### config.mk
export PLATFORM = sky130hd
export DESIGN_NAME = survivor_traceback_mem
export DESIGN_NICKNAME = d
export VERILOG_FILES = /design/src/rtl/viterbi_pkg.sv /design/src/rtl/spm_argmin.sv /design/src/rtl/survivor_traceback_mem.sv
export SDC_FILE = /design/constraint.sdc
export NUM_CORES = 2
export LEC_CHECK = 0
export BUFFER_PORTS_ARGS = -buffer_cell sky130_fd_sc_hd__buf_2
export CAP_MARGIN = 10
export CORE_MARGIN = 1.5
export CORE_UTILIZATION = 25
export CTS_BUF_LIST = sky130_fd_sc_hd__clkbuf_4
export CTS_CLUSTER_DIAMETER = 150
export DETAILED_ROUTE_END_ITERATION = 6
export GPL_TIMING_DRIVEN = 1
export PLACE_DENSITY = 0.48
export SLEW_MARGIN = 10
export SYNTH_ARGS = -nofsm -noshare
export SYNTH_HDL_FRONTEND = slang
export SYNTH_SLANG_ARGS = --single-unit
### constraint.sdc
create_clock -name i_clk -period 7.4 [get_ports i_clk]
set_input_delay 0.37 -clock i_clk [delete_from_list [all_inputs] [get_ports i_clk]]
set_output_delay 0.37 -clock i_clk [all_outputs]
set_load 0.02 [all_outputs]
### src/rtl/viterbi_pkg.sv
// viterbi_pkg: shared Viterbi survivor-memory constants, types and FSM encoding
package viterbi_pkg;
  localparam int SPM_K = 3;
  localparam int SPM_METRIC_W = 8;
  localparam int SPM_MAX_FRAME = 256;
  localparam int NUM_STATES = 2 ** (SPM_K - 1);
  localparam int LEN_W = $clog2(SPM_MAX_FRAME + 1);
  typedef logic [SPM_K-2:0] state_t;
  typedef logic [SPM_METRIC_W-1:0] metric_t;
  typedef enum logic [2:0] {IDLE, WRITE, SELECT, TRACE, OUT, DONE} spm_state_e;
endpackage

### src/rtl/spm_argmin.sv
// spm_argmin: combinational minimum-metric index search, lowest index wins ties
module spm_argmin
  import viterbi_pkg::*;
#(
  parameter int N = NUM_STATES,
  parameter int W = SPM_METRIC_W,
  localparam int IW = $clog2(N)
) (
  input  logic [N*W-1:0] metrics,
  output logic [IW-1:0]  idx
);
  logic [W-1:0] m;
  always_comb begin
    idx = '0;
    m = metrics[W-1:0];
    for (int i = 1; i < N; i++)
      if (metrics[i*W +: W] < m) begin
        m = metrics[i*W +: W];
        idx = IW'(i);
      end
  end
endmodule

### src/rtl/survivor_traceback_mem.sv
// survivor_traceback_mem: frame survivor memory with traceback and in-order bit output
// SPM_TERMINATED_EN: zero-tail frames, traceback always starts at state 0
module survivor_traceback_mem
  import viterbi_pkg::*;
#(
  parameter int K = SPM_K,
  parameter int METRIC_W = SPM_METRIC_W,
  parameter int MAX_FRAME = SPM_MAX_FRAME,
  localparam int NS = 2 ** (K - 1),
  localparam int LW = $clog2(MAX_FRAME + 1),
  localparam int AW = $clog2(MAX_FRAME)
) (
  input  logic                   i_clk,
  input  logic                   i_rst,
  input  logic                   i_start,
  input  logic [LW-1:0]          i_frame_len,
  input  logic                   i_dec_valid,
  output logic                   o_dec_ready,
  input  logic [NS-1:0]          i_dec,
  input  logic [NS*METRIC_W-1:0] i_path_metric,
  output logic                   o_bit,
  output logic                   o_bit_valid,
  input  logic                   i_bit_ready,
  output logic                   o_busy,
  output logic                   o_done
);
  spm_state_e state;
  logic [LW-1:0] len, wcnt, t, rcnt;
  logic [K-2:0] cur, best;
  logic [NS-1:0] col_q;
  logic [NS-1:0] dec_mem [MAX_FRAME];
  logic bit_mem [MAX_FRAME];
  logic [AW-1:0] raddr;
  logic last_w, last_r;
  assign last_w = wcnt == len - LW'(1);
  assign last_r = rcnt == len - LW'(1);
  // column for step t is fetched one cycle ahead so each TRACE cycle retires one step
  assign raddr = AW'(state == SELECT ? len - LW'(1) : t - LW'(1));
  assign o_dec_ready = state == WRITE;
  assign o_bit_valid = state == OUT;
  assign o_busy = state != IDLE;
  assign o_done = state == DONE;
`ifdef SPM_TERMINATED_EN
  assign best = '0;
`else
  logic [NS*METRIC_W-1:0] metrics;
  always_ff @(posedge i_clk or posedge i_rst)
    if (i_rst) metrics <= '0;
    else if (state == WRITE && i_dec_valid && last_w) metrics <= i_path_metric;
  spm_argmin #(.N(NS), .W(METRIC_W)) u_argmin (.metrics(metrics), .idx(best));
`endif
  always_ff @(posedge i_clk) begin
    if (state == WRITE && i_dec_valid) dec_mem[AW'(wcnt)] <= i_dec;
    if (state == TRACE) bit_mem[AW'(t)] <= cur[K-2];
    col_q <= dec_mem[raddr];
  end
  always_ff @(posedge i_clk or posedge i_rst)
    if (i_rst) begin
      state <= IDLE;
      len <= '0;
      wcnt <= '0;
      t <= '0;
      rcnt <= '0;
      cur <= '0;
      o_bit <= 1'b0;
    end else
      case (state)
        IDLE:
          if (i_start) begin
            len <= i_frame_len > LW'(MAX_FRAME) ? LW'(MAX_FRAME) : i_frame_len;
            wcnt <= '0;
            state <= i_frame_len == '0 ? DONE : WRITE;
          end
        WRITE:
          if (i_dec_valid) begin
            wcnt <= wcnt + LW'(1);
            if (last_w) state <= SELECT;
          end
        SELECT: begin
          cur <= best;
          t <= len - LW'(1);
          state <= TRACE;
        end
        TRACE: begin
          cur <= {cur[K-3:0], col_q[cur]};
          t <= t - LW'(1);
          o_bit <= cur[K-2];
          if (t == '0) begin
            rcnt <= '0;
            state <= OUT;
          end
        end
        OUT:
          if (i_bit_ready) begin
            rcnt <= rcnt + LW'(1);
            o_bit <= last_r ? 1'b0 : bit_mem[AW'(rcnt + LW'(1))];
            if (last_r) state <= DONE;
          end
        DONE: state <= IDLE;
        default: state <= IDLE;
      endcase
endmodule
==> impl_metrics.tcl <==
set metrics [dict create \
    r2r-start "metrics[1]$_DFFE_PP0P_" \
    vias 37900 \
    clkLatencyLatePin_ns 1.31 \
    overflow 0 \
    grt_pass1_vias 38300 \
    place.gp.congestion 0.775 \
    fin_ws_ns 1.50 \
    utilization 0.293 \
    fin_tns_setup_ns 0 \
    total_power_w 0.0300 \
    htree_levels 5 \
    synth.distinct_cells 70 \
    first_pass_iters 6 \
    fin_nets 4820 \
    worstPathArrival_ns 7.02 \
    finClkSkew_ns 0.165 \
    drc 0 \
    hp-start "i_bit_ready" \
    finalCriticalPeriod_ns 5.90 \
    yosysMostFrequentCell "edfxtp_1" \
    slew_violations 0 \
    wl_per_cell_um 21.7 \
    synth_top_family_by_area "simple AND/OR/NAND/NOR gates" \
    cp_max_fo 15 \
    avgSynthCellArea_um2 13.1 \
    antenna_found_initial 15 \
    yosysWarnings 0 \
    grtUsageTotal 0.146 \
    cp.required_ns 8.53 \
    endpoint_kind "flip-flop" \
    antenna_left 0 \
    rows 175 \
    critPathKind "reg2reg" \
    postSynthNetCount 4483 \
    avgViaCountPerCell 4.72 \
    critPathLaunchType "flip-flop" \
    finalCritPeriodShare 0.797 \
    clk_path_buf_depth 4 \
    clockRootBuffer "clkbuf_4" \
    dpl-instance-area_um2 61100 \
    synth-xor-area-share 0.00593 \
    cap_violations 0 \
    synth_area_um2 57600 \
    dp_hpwl_um 99400 \
    cts-buffers-inserted 383 \
    port-buffer-count 54 \
    grt_pass1_wl_um 255000 \
    die_w_um 483 \
    synth_top_area_share 0.668 \
    core-area_um2 228000 \
    clock_sinks 1358 \
    startpoint "metrics[1]$_DFFE_PP0P_" \
    cts_tree "done" \
    synth.area.top_cells "edfxtp_1, nand2_1, nor2_1, dfrtp_1, mux4_2" \
    synth-main-ff-cell "edfxtp_1" \
    finish.instance_area_um2 66900 \
    synth_top_cell_by_area "edfxtp_1" \
    async_flop_share 0.0545 \
    synthMuxAreaShare 0.0684 \
    io_pins 55 \
    synth_compound_area_frac 0.0482 \
    nFillCells 23400 \
    synth-adder-area-share 0.00695 \
    syn_to_final_growth_pct 16.2 \
    dp_slack_ns 1.52 \
    die_area_um2 233000 \
    drt_iter0_markers 3192 \
    vdd.ir_drop.worst_uv 1070 \
    fmax_ghz 0.170 \
    status "completed" \
    worst_slew_pin_slew_ns 1.16 \
    setup_violations 0 \
    p_leak_nw 22.5 \
    synth-simple-area-share 0.144 \
    clk_pin_slew_ns 0.07 \
    slew_headroom 0.224 \
    die_y_um 483 \
    ys_seq_area_frac 0.701 \
    wirelength_um 174000 \
    grt_max_degree 155 \
    start_util 0.252 \
    min_path_type "in2reg" \
    rsz0062_at_grt "no" \
    layout-drive-gt1-share 0.174 \
    hold_violations 0 \
    synth_cells 4401 \
    synth_edf_count 1280 \
    synth_common_cells "edfxtp_1, nand2_1, nor2_1, nand3_1, mux2i_1" \
    power_density_nw_per_um2 448 \
    ys_seq_elements 1358 \
]
[through the flow]
step                hold slack [ns]  cells
global route                 0.0916   8020
global placement              0.503   7252
finish                        0.203   8021
CTS                          0.0378   8012
detailed placement            0.512   7252
floorplan                     0.462   4401
[final timing paths]
check                           slack, ns  cells after the start                endpoint
worst min register to register       0.53                      1  metrics[0]$_DFFE_PP0P_
min in group asynchronous            0.54                      5     rcnt[3]$_DFFE_PP0P_
max in group asynchronous            6.03                      5      cur[1]$_DFFE_PP0P_
worst min-delay path                 0.20                      4     rcnt[3]$_DFFE_PP0P_
worst max-delay path                 1.50                     25      cur[1]$_DFFE_PP0P_
worst max register to register       1.50                     25      cur[1]$_DFFE_PP0P_
[state kept, by name, summed over array words and instances (netlist names), 4 cells and up]
register  count
dec_mem    1024
col_q         4
metrics      32
len           9
bit_mem     256
wcnt          9
rcnt          9
t             9
[where the power goes]
part	leakage, nW	internal [W]	switching (W)	total, W
logic	7.15	0.00443	0.00967	0.0141
clock network	2.82	0.00356	0.00316	0.00673
registers	12.5	0.00881	0.000314	0.00912
total	22.5	0.0168	0.0132	0.0300
[area by class of cell]
class,instances,area [µm²],share of cell area
Sequential cell,1358,40400,0.603
Multi-Input combinational cell,2727,15900,0.238
Clock inverter,78,357,0.00533
Timing Repair Buffer,243,2110,0.0316
Tap cell,3009,3760,0.0563
Clock buffer,572,4290,0.0642
Inverter,25,95.1,0.00142
Antenna cell,9,22.5,0.000337
[routing by layer]
metal,GRT usage,up-vias,routed length (µm)
li1,-,17200,-
met1,0.202,19100,78600
met2,0.228,1301,79400
met3,0.0334,316,11700
met4,0.0452,2,3980
met5,0,-,12
[placed cells by master, fill, tap and decap left out, types with 30 or more instances in the layout]
cell type	Yosys	layout
o21ai_0	35	35
buf_4	25	70
and3_1	42	42
mux2i_1	165	163
dlygate4sd3_1	0	110
dfrtp_1	74	72
edfxtp_1	1280	1280
nand2_1	898	898
nand4_1	37	37
clkinv_1	0	60
mux4_2	82	82
clkbuf_4	0	572
a21oi_1	87	86
ha_1	32	31
nand3_1	326	324
mux2_2	38	38
a32oi_1	31	31
buf_2	81	50
nor4_1	30	30
a31oi_1	73	73
nor2_1	568	563
[worst max-delay path, cell delays in order, from the launching register on]
cell      delay, ns
dfrtp_1        0.36
inv_1          0.05
ha_1           0.27
a21o_1         0.11
a21o_1         0.11
a21oi_1        0.07
o21ai_1        0.77
mux2i_1        0.40
ha_1           0.31
a21o_1         0.16
a21o_1         0.17
a21o_1         0.17
a21oi_1        0.18
nor4b_1        0.47
inv_1          0.08
o21ai_1        0.74
nor2_1         0.08
a21oi_1        0.16
ha_1           0.27
a21oi_1        0.15
nor2b_1        0.06
o21ai_0        0.14
o21ai_0        0.10
nor2_1         0.16
a211oi_1       0.10
o21ai_0        0.22
[kinds of logic (layout without fill, tap and decap cells)]
| logic type | count (synthesis) | in the layout |
|---|---|---|
| multiplexers | 286 | 286 |
| buffers and inverters | 316 | 918 |
| adder cells (fa/ha/maj) | 32 | 32 |
| AO/OA/AOI/OAI | 399 | 399 |
| other | 0 | 9 |
| AND/OR/NAND/NOR | 1971 | 1971 |
| flip-flops | 1358 | 1358 |
| XOR/XNOR | 39 | 39 |
[timing repair]
action	in CTS	in global routing
buffers inserted	0	0
resized for setup	0	0
hold buffers	110	0
hold endpoints to repair	598	0
Power figures use the tool's default switching activity.
